[src/rtl/univ_register_pkg.sv]
// -----------------------------------------------------------------------------
// univ_register_pkg
// Shared type definitions for the universal shift/load register.
//   op_e    : operation encoding driven on the op port
//   state_e : control states (IDLE accepts ops, SHIFT steps one bit per edge)
// -----------------------------------------------------------------------------
package univ_register_pkg;

   typedef enum logic [1:0] {
      HOLD = 2'b00,
      LOAD = 2'b01,
      SHL  = 2'b10,   // toward MSB, fill enters at bit 0
      SHR  = 2'b11    // toward LSB, fill enters at bit WIDTH-1
   } op_e;

   typedef enum logic {
      IDLE  = 1'b0,
      SHIFT = 1'b1
   } state_e;

endpackage : univ_register_pkg

[src/rtl/univ_register.sv]
// -----------------------------------------------------------------------------
// univ_register
// Universal register: parallel load, hold, and multi-cycle left/right shift
// by a programmable amount (one bit per clock), with serial fill.
//
// Parameters
//   WIDTH        data width (>= 2)
//   RESET_VALUE  contents of dout after reset
//   AW           shift-amount width, $clog2(WIDTH)+1
// Ports
//   clock        rising-edge clock
//   reset        asynchronous active-low reset
//   din          parallel load data
//   op           00 HOLD, 01 LOAD, 10 SHL, 11 SHR
//   op_valid     op request, only sampled while idle
//   amount       shift count, saturates at WIDTH
//   ser_in       serial fill bit, sampled on every shift edge
//   rotate       rotate request, latched when a shift is accepted
//   dout         register contents
//   sout         last bit shifted out
//   busy         high for every cycle spent shifting
//   done         one-cycle pulse after the edge that completes an op
// Build option
//   UNIV_REGISTER_ROTATE_EN : when defined, a latched rotate request makes the
//   fill bit equal to the bit shifted out; otherwise rotate is ignored.
// -----------------------------------------------------------------------------
module univ_register
   import univ_register_pkg::*;
#(
   parameter  int               WIDTH       = 8,
   parameter  logic [WIDTH-1:0] RESET_VALUE = '0,
   localparam int               AW          = $clog2(WIDTH) + 1
) (
   input  logic             clock,
   input  logic             reset,
   input  logic [WIDTH-1:0] din,
   input  logic [1:0]       op,
   input  logic             op_valid,
   input  logic [AW-1:0]    amount,
   input  logic             ser_in,
   input  logic             rotate,
   output logic [WIDTH-1:0] dout,
   output logic             sout,
   output logic             busy,
   output logic             done
);

   state_e           state_q, state_d;
   logic [AW-1:0]    count_q, count_d;
   logic [WIDTH-1:0] dout_q, dout_d;
   logic             sout_q, sout_d;
   logic             done_q, done_d;
   logic             dir_right_q, dir_right_d;

   op_e              op_in;
   logic [AW-1:0]    amount_sat;
   logic             shift_out;
   logic             fill;
   logic [WIDTH-1:0] shifted;

`ifdef UNIV_REGISTER_ROTATE_EN
   logic             rot_q, rot_d;
`else
   logic             unused_rotate;
   assign unused_rotate = rotate;
`endif

   assign op_in      = op_e'(op);
   assign amount_sat = (amount > AW'(WIDTH)) ? AW'(WIDTH) : amount;

   // One-bit shift datapath, driven by the direction latched at acceptance.
   always_comb begin
      shift_out = dir_right_q ? dout_q[0] : dout_q[WIDTH-1];
`ifdef UNIV_REGISTER_ROTATE_EN
      fill      = rot_q ? shift_out : ser_in;
`else
      fill      = ser_in;
`endif
      shifted   = dir_right_q ? {fill, dout_q[WIDTH-1:1]}
                              : {dout_q[WIDTH-2:0], fill};
   end

   // State register
   always_ff @(posedge clock or negedge reset) begin
      if (!reset) begin
         state_q     <= IDLE;
         count_q     <= '0;
         dout_q      <= RESET_VALUE;
         sout_q      <= 1'b0;
         done_q      <= 1'b0;
         dir_right_q <= 1'b0;
`ifdef UNIV_REGISTER_ROTATE_EN
         rot_q       <= 1'b0;
`endif
      end else begin
         state_q     <= state_d;
         count_q     <= count_d;
         dout_q      <= dout_d;
         sout_q      <= sout_d;
         done_q      <= done_d;
         dir_right_q <= dir_right_d;
`ifdef UNIV_REGISTER_ROTATE_EN
         rot_q       <= rot_d;
`endif
      end
   end

   // Next-state and datapath
   always_comb begin
      state_d     = state_q;
      count_d     = count_q;
      dout_d      = dout_q;
      sout_d      = sout_q;
      done_d      = 1'b0;
      dir_right_d = dir_right_q;
`ifdef UNIV_REGISTER_ROTATE_EN
      rot_d       = rot_q;
`endif
      case (state_q)
         IDLE: begin
            if (op_valid) begin
               case (op_in)
                  LOAD: begin
                     dout_d = din;
                     done_d = 1'b1;
                  end
                  HOLD: done_d = 1'b1;
                  SHL, SHR: begin
                     if (amount_sat == '0) begin
                        done_d = 1'b1;
                     end else begin
                        // Accepting edge only latches; shifting starts next edge.
                        count_d     = amount_sat;
                        dir_right_d = (op_in == SHR);
`ifdef UNIV_REGISTER_ROTATE_EN
                        rot_d       = rotate;
`endif
                        state_d     = SHIFT;
                     end
                  end
                  default: ;
               endcase
            end
         end
         SHIFT: begin
            dout_d  = shifted;
            sout_d  = shift_out;
            count_d = count_q - AW'(1);
            if (count_q == AW'(1)) begin
               state_d = IDLE;
               done_d  = 1'b1;
            end
         end
         default: state_d = IDLE;
      endcase
   end

   // Outputs
   always_comb begin
      dout = dout_q;
      sout = sout_q;
      busy = (state_q == SHIFT);
      done = done_q;
   end

endmodule : univ_register
[config.mk]
export PLATFORM = sky130hd
export DESIGN_NAME = univ_register
export DESIGN_NICKNAME = d
export VERILOG_FILES = /design/src/rtl/univ_register_pkg.sv /design/src/rtl/univ_register.sv
export SDC_FILE = /design/constraint.sdc
export NUM_CORES = 1
export LEC_CHECK = 0
export CELL_PAD_IN_SITES_DETAIL_PLACEMENT = 0
export CELL_PAD_IN_SITES_GLOBAL_PLACEMENT = 1
export CORE_UTILIZATION = 36
export CTS_CLUSTER_DIAMETER = 30
export DETAILED_ROUTE_END_ITERATION = 8
export PLACE_DENSITY_LB_ADDON = 0.08
export SKIP_CTS_REPAIR_TIMING = 1
export SYNTH_ARGS = -nofsm -noshare
export SYNTH_HDL_FRONTEND = slang
export SYNTH_SLANG_ARGS = --single-unit
[constraint.sdc]
create_clock -name clock -period 1.84 [get_ports clock]
set_clock_uncertainty 0.05 [all_clocks]
set_input_delay 0.276 -clock clock [delete_from_list [all_inputs] [get_ports clock]]
set_output_delay 0.276 -clock clock [all_outputs]
set_load 0.01 [all_outputs]
# ---- After elaboration in Yosys (flattened, before gate mapping)
# Index checks and enable logic that the tools add are counted.
dict set report word_totals {
  register_bits 16
  elab_cells 45
  output_inout_bits 11
  input_bits 19
}
dict set report op_classes {
  n_addsub 1
  muxes 20
  order_cmp 1
  n_bitwise 2
  reduce_logical 7
  eq_ne 8
}
# cell count
set op_table {}
lappend op_table {{$mux 8} 3}
lappend op_table {{$mux 4} 4}
lappend op_table {{$pmux 8 s2} 1}
lappend op_table {{$mux 1} 8}
lappend op_table {{$pmux 4 s2} 1}
lappend op_table {{$pmux 1 s2} 3}
lappend op_table {{$eq 2x2->1 const B} 2}
lappend op_table {{$eq 4x1->1 const B} 1}
lappend op_table {{$gt 4x4->1 const B} 1}
lappend op_table {{$logic_not 4->1} 1}
lappend op_table {{$ne 2x1->1 const B} 2}
lappend op_table {{$ne 2x2->1 const B} 2}
lappend op_table {{$reduce_and 4->1} 1}
lappend op_table {{$reduce_or 2->1} 2}
lappend op_table {{$sub 4x1->4 const B} 1}
lappend op_table {{$reduce_and 3->1} 1}
lappend op_table {{$eq 2x1->1 const B} 1}
lappend op_table {{$logic_not 2->1} 1}
lappend op_table {{$not 1->1} 2}
lappend op_table {{$reduce_and 2->1} 1}

# ---- Depth between registers and ports, before layout
# Gate-level depths: netlist (run 1).
dict set report logic_depth {
  depth_word 7
  mapped_depth 4
  mapped_depth_nobuf 4
}

# ---- Worst setup path before layout (run 1)
# OpenSTA, ideal clock, no wires.
dict set report synth_path {
  kind {reg-to-reg}
  startpoint {register state_q, in the netlist busy}
  endpoint {register dir_right_q}
  stages_incl_launch_ff 4
  t_arrival_ps 1121
  period_less_slack_ps 1297
  setup_slack_ps 543
  required_ps 1665
  path_buffers 1
  setup_ps 125
  cell_sequence {dfrtp_1 buf_2 nor3_2 mux2_4}
}
dict set report synth_via {
  elab_chain_len 2
}
# item line
set synth_rtl {}
lappend synth_rtl {{from (decl)} univ_register.sv:48} ;# state_e state_q, state_d;
lappend synth_rtl {{from (signal assigned)} univ_register.sv:96} ;# state_q <= state_d;
lappend synth_rtl {{$not 1->1 (no source line)} --}
lappend synth_rtl {{$reduce_and 4->1 (no source line)} --}
lappend synth_rtl {{to (signal assigned)} univ_register.sv:101} ;# dir_right_q <= dir_right_d;
lappend synth_rtl {{to (decl)} univ_register.sv:53} ;# logic dir_right_q, dir_right_d;
# Every way passes these cells.
# A chain may end at the register's enable or synchronous reset.

# ---- Worst setup path after layout (run 1)
dict set report layout_path {
  startpoint {register state_q, in the netlist busy}
  endpoint {output port busy}
}
# item line
set layout_rtl {}
lappend layout_rtl {{to (decl)} univ_register.sv:44} ;# output logic busy,
# No word-level cell between the ends.

==> results.yml, run 1 <==
outcome:
  status: "finished clean"
run:
  max_cap_violations: 0
critical_path:
  crit_arrival_ns: 1.34
  crit_path_max_fanout: 7
  critical_path_required_ns: 1.51
  crit_type: "reg2out"
  critical_path.max_stage_delay_ns: 0.58
  path_cells: "clkdlybuf4s50_1"
  critPathSlowestCell: "clkdlybuf4s50_1"
  critPathLaunchType: "flip-flop"
  crit_path_end_kind: "output pin"
  crit_family: "buffers and inverters"
  critPathBufInv: 1
timing:
  min_period_ns: 1.67
  report.final.slew_viol_count: 0
  setup_viol_count_final: 0
  rsz0062_at_grt: "false"
  hold_viol: 0
  fmax_mhz: 599
  final.setup.tns_ns: 0
  fin_crit_sh_pct: 90.8
  timing.slew.headroom_pct: 66.5
  tightest_slew_ns: 0.503
yosys:
  netlist_area_um2: 918
  syn_area_per_cell_um2: 10.6
  postSynthNetCount: 108
  ys_seq_elements: 16
  synth.distinct_cells: 22
  yosysWarnings: 0
  synthCells: 87
  synth_seq_area_share_pct: 43.6
clock_tree:
  htree_levels: 1
  cts_root_buf: "clkbuf_4"
  numCtsBuffers: 3
  cts.sinks: 16
  clk_pin_slew_ns: 0.10
  insertion_delay_ns: 0.29
  clockBufferDepth: 2
  cts_tree: "done"
floorplanning:
  start_util_pct: 40.0
  num_io_pins: 30
  rows: 17
  core_region_area_mm2: 0.00230
  dieArea_mm2: 0.00276
  die_y_um: 52.5
  die_w_um: 52.5
min_path:
  hp-class: "in2async"
placement:
  place_hpwl_mm: 1.48
  routabilityCongestion: 0.762
  portBuffers: 28
power_and_ir_drop:
  p_per_area_mw_per_mm2: 1620
  ir_drop_mv: 0.860
  leakage_nw: 0.539
  design_power_total_w: 0.00206
global_route:
  grt_pass1_vias: 720
  grt_start_max_net_pins: 17
  grtUsageTotal_pct: 16.0
  overflow: 0
  grt_pass1_wl_mm: 3.13
  antenna_found_initial: 0
drt:
  vias: 751
  drc_errors: 0
  wirelength_mm: 1.91
  via_per_inst: 5.14
  drtIter0Drc: 6
  first_pass_iters: 3
  wire_per_inst_um: 13.0
  drtAntennaViolNets: 0
final_layout:
  fillers: 231
  nNetsFinal: 140
  drive_gt1_share_pct: 17.8
  area_growth_pct: 38.3
  antenna_cells: 0
==> layer usage <==
layer | up-vias | GRT usage (%) | part of all wire, %
met5 | - | 0 | 0
met4 | 0 | 7.89 | 0.68
met3 | 2 | 2.61 | 4.0
met2 | 18 | 24.3 | 45
met1 | 352 | 21.8 | 50
li1 | 379 | - | -
==> layout by cell type, fill, tap and decap left out, drive strengths merged <==
| cell | netlist | final |
|---|---|---|
| clkdlybuf4s50 | 0 | 28 |
| dfrtp | 16 | 16 |
| a21oi | 12 | 12 |
| nor2 | 10 | 10 |
| mux2i | 10 | 10 |
| mux2 | 9 | 9 |
| o21ai | 5 | 5 |
| a22oi | 4 | 4 |
| buf | 4 | 4 |
| clkbuf | 1 | 4 |
| inv | 3 | 3 |
| nand2 | 2 | 2 |
| xnor2 | 2 | 2 |
| ha | 2 | 2 |
| nor3 | 2 | 2 |
| nor4 | 1 | 1 |
| a21o | 1 | 1 |
| a31o | 1 | 1 |
| and3b | 1 | 1 |
| a31oi | 1 | 1 |
==> power breakdown <==
part	leakage, nW	internal (W)	switching (W)
Combinational	0.337	0.000658	0.000416
Sequential	0.182	0.000531	0.000216
Clock	0.0210	0.000120	0.000118
==> synthesized netlist by cell type <==
library cell	count	area share (%)
a21o_2	1	0.95
a21oi_1	12	6.5
a22oi_1	4	3.3
a31o_2	1	0.95
a31oi_1	1	0.68
and3b_1	1	0.95
buf_2	3	1.6
buf_6	1	1.2
clkbuf_1	1	0.41
dfrtp_1	16	44
ha_1	2	2.7
inv_1	3	1.2
mux2_2	8	9.8
mux2_4	1	1.6
mux2i_1	10	11
nand2_1	2	0.82
nor2_1	10	4.1
nor3_1	1	0.54
nor3_2	1	1.1
nor4_4	1	2.3
o21ai_0	5	2.7
xnor2_1	2	1.9
==> flip-flops by register name, indices dropped and copies added (netlist names) <==
register / flops
dir_right_q: 1
sout: 1
dout: 8
done: 1
count_q: 4
busy: 1
==> logic make-up (layout without fill, tap and decap cells) <==
| family | after synthesis | count (layout) | synth area share, % |
|---|---|---|---|
| AND/OR/NAND/NOR | 16 | 16 | 9.81 |
| XOR/XNOR | 2 | 2 | 1.91 |
| AO/OA/AOI/OAI | 24 | 24 | 15.1 |
| multiplexers | 19 | 19 | 22.3 |
| adder cells (fa/ha/maj) | 2 | 2 | 2.72 |
| buffers and inverters | 8 | 39 | 4.49 |
| flip-flops | 16 | 16 | 43.6 |
==> layout make-up <==
cell class              count  area [um2]  share of cell area (%)
flip-flops and latches     16         400                    31.5
clock buffers               4        36.3                    2.86
repair buffers             32         310                    24.4
well taps                  28        35.0                    2.76
multi-input cells          63         477                    37.5
inverters                   3        11.3                   0.887
==> per-stage QoR <==
stage / util (%) / hold WS [ns] / instance area, um2 / worst slack (ns) / std cells
after global routing: 55.3 / 0.248 / 1270 / 0.114 / 146
after global placement: 53.7 / 0.464 / 1230 / 0.178 / 142
after detailed placement: 53.7 / 0.467 / 1230 / 0.152 / 142
final: 55.3 / 0.238 / 1270 / 0.169 / 146
after floorplan: - / -0.0696 / 918 / 0.543 / 87
after CTS: 55.3 / 0.244 / 1270 / 0.158 / 146
==> final timing paths <==
path | from | end | slack [ns] | cells past startpoint
setup / recovery | busy$_DFF_PN0_ | busy | 0.17 | 1
hold / removal | reset | done$_DFF_PN0_ | 0.24 | 2
setup reg to reg | dir_right_q$_DFFE_PN0P_ | dout[5]$_DFFE_PN0P_ | 0.43 | 3
hold reg to reg | sout$_DFFE_PN0P_ | sout$_DFFE_PN0P_ | 0.49 | 2
max in group asynchronous | reset | dout[6]$_DFFE_PN0P_ | 1.32 | 2
min in group clock | sout$_DFFE_PN0P_ | sout$_DFFE_PN0P_ | 0.49 | 2
(Power assumes the default switching activity.)
==> run 2: changes to the inputs <==
--- a/config.mk
+++ b/config.mk
@@ -9,6 +9,7 @@
 export CELL_PAD_IN_SITES_GLOBAL_PLACEMENT = 1
 export CORE_UTILIZATION = 36
 export CTS_CLUSTER_DIAMETER = 30
+export CTS_CLUSTER_SIZE = 24
 export DETAILED_ROUTE_END_ITERATION = 8
 export PLACE_DENSITY_LB_ADDON = 0.08
 export SKIP_CTS_REPAIR_TIMING = 1
==> results of run 2 <==
The final DEF is identical to that of run 1; final timing and power are the same.
==> run 3: changes to the inputs <==
--- a/config.mk
+++ b/config.mk
@@ -13,6 +13,7 @@
 export DETAILED_ROUTE_END_ITERATION = 8
 export PLACE_DENSITY_LB_ADDON = 0.08
 export SKIP_CTS_REPAIR_TIMING = 1
+export SLEW_MARGIN = 25
 export SYNTH_ARGS = -nofsm -noshare
 export SYNTH_HDL_FRONTEND = slang
 export SYNTH_SLANG_ARGS = --single-unit
==> results of run 3 <==
The final DEF is identical to that of run 1; final timing and power are the same.
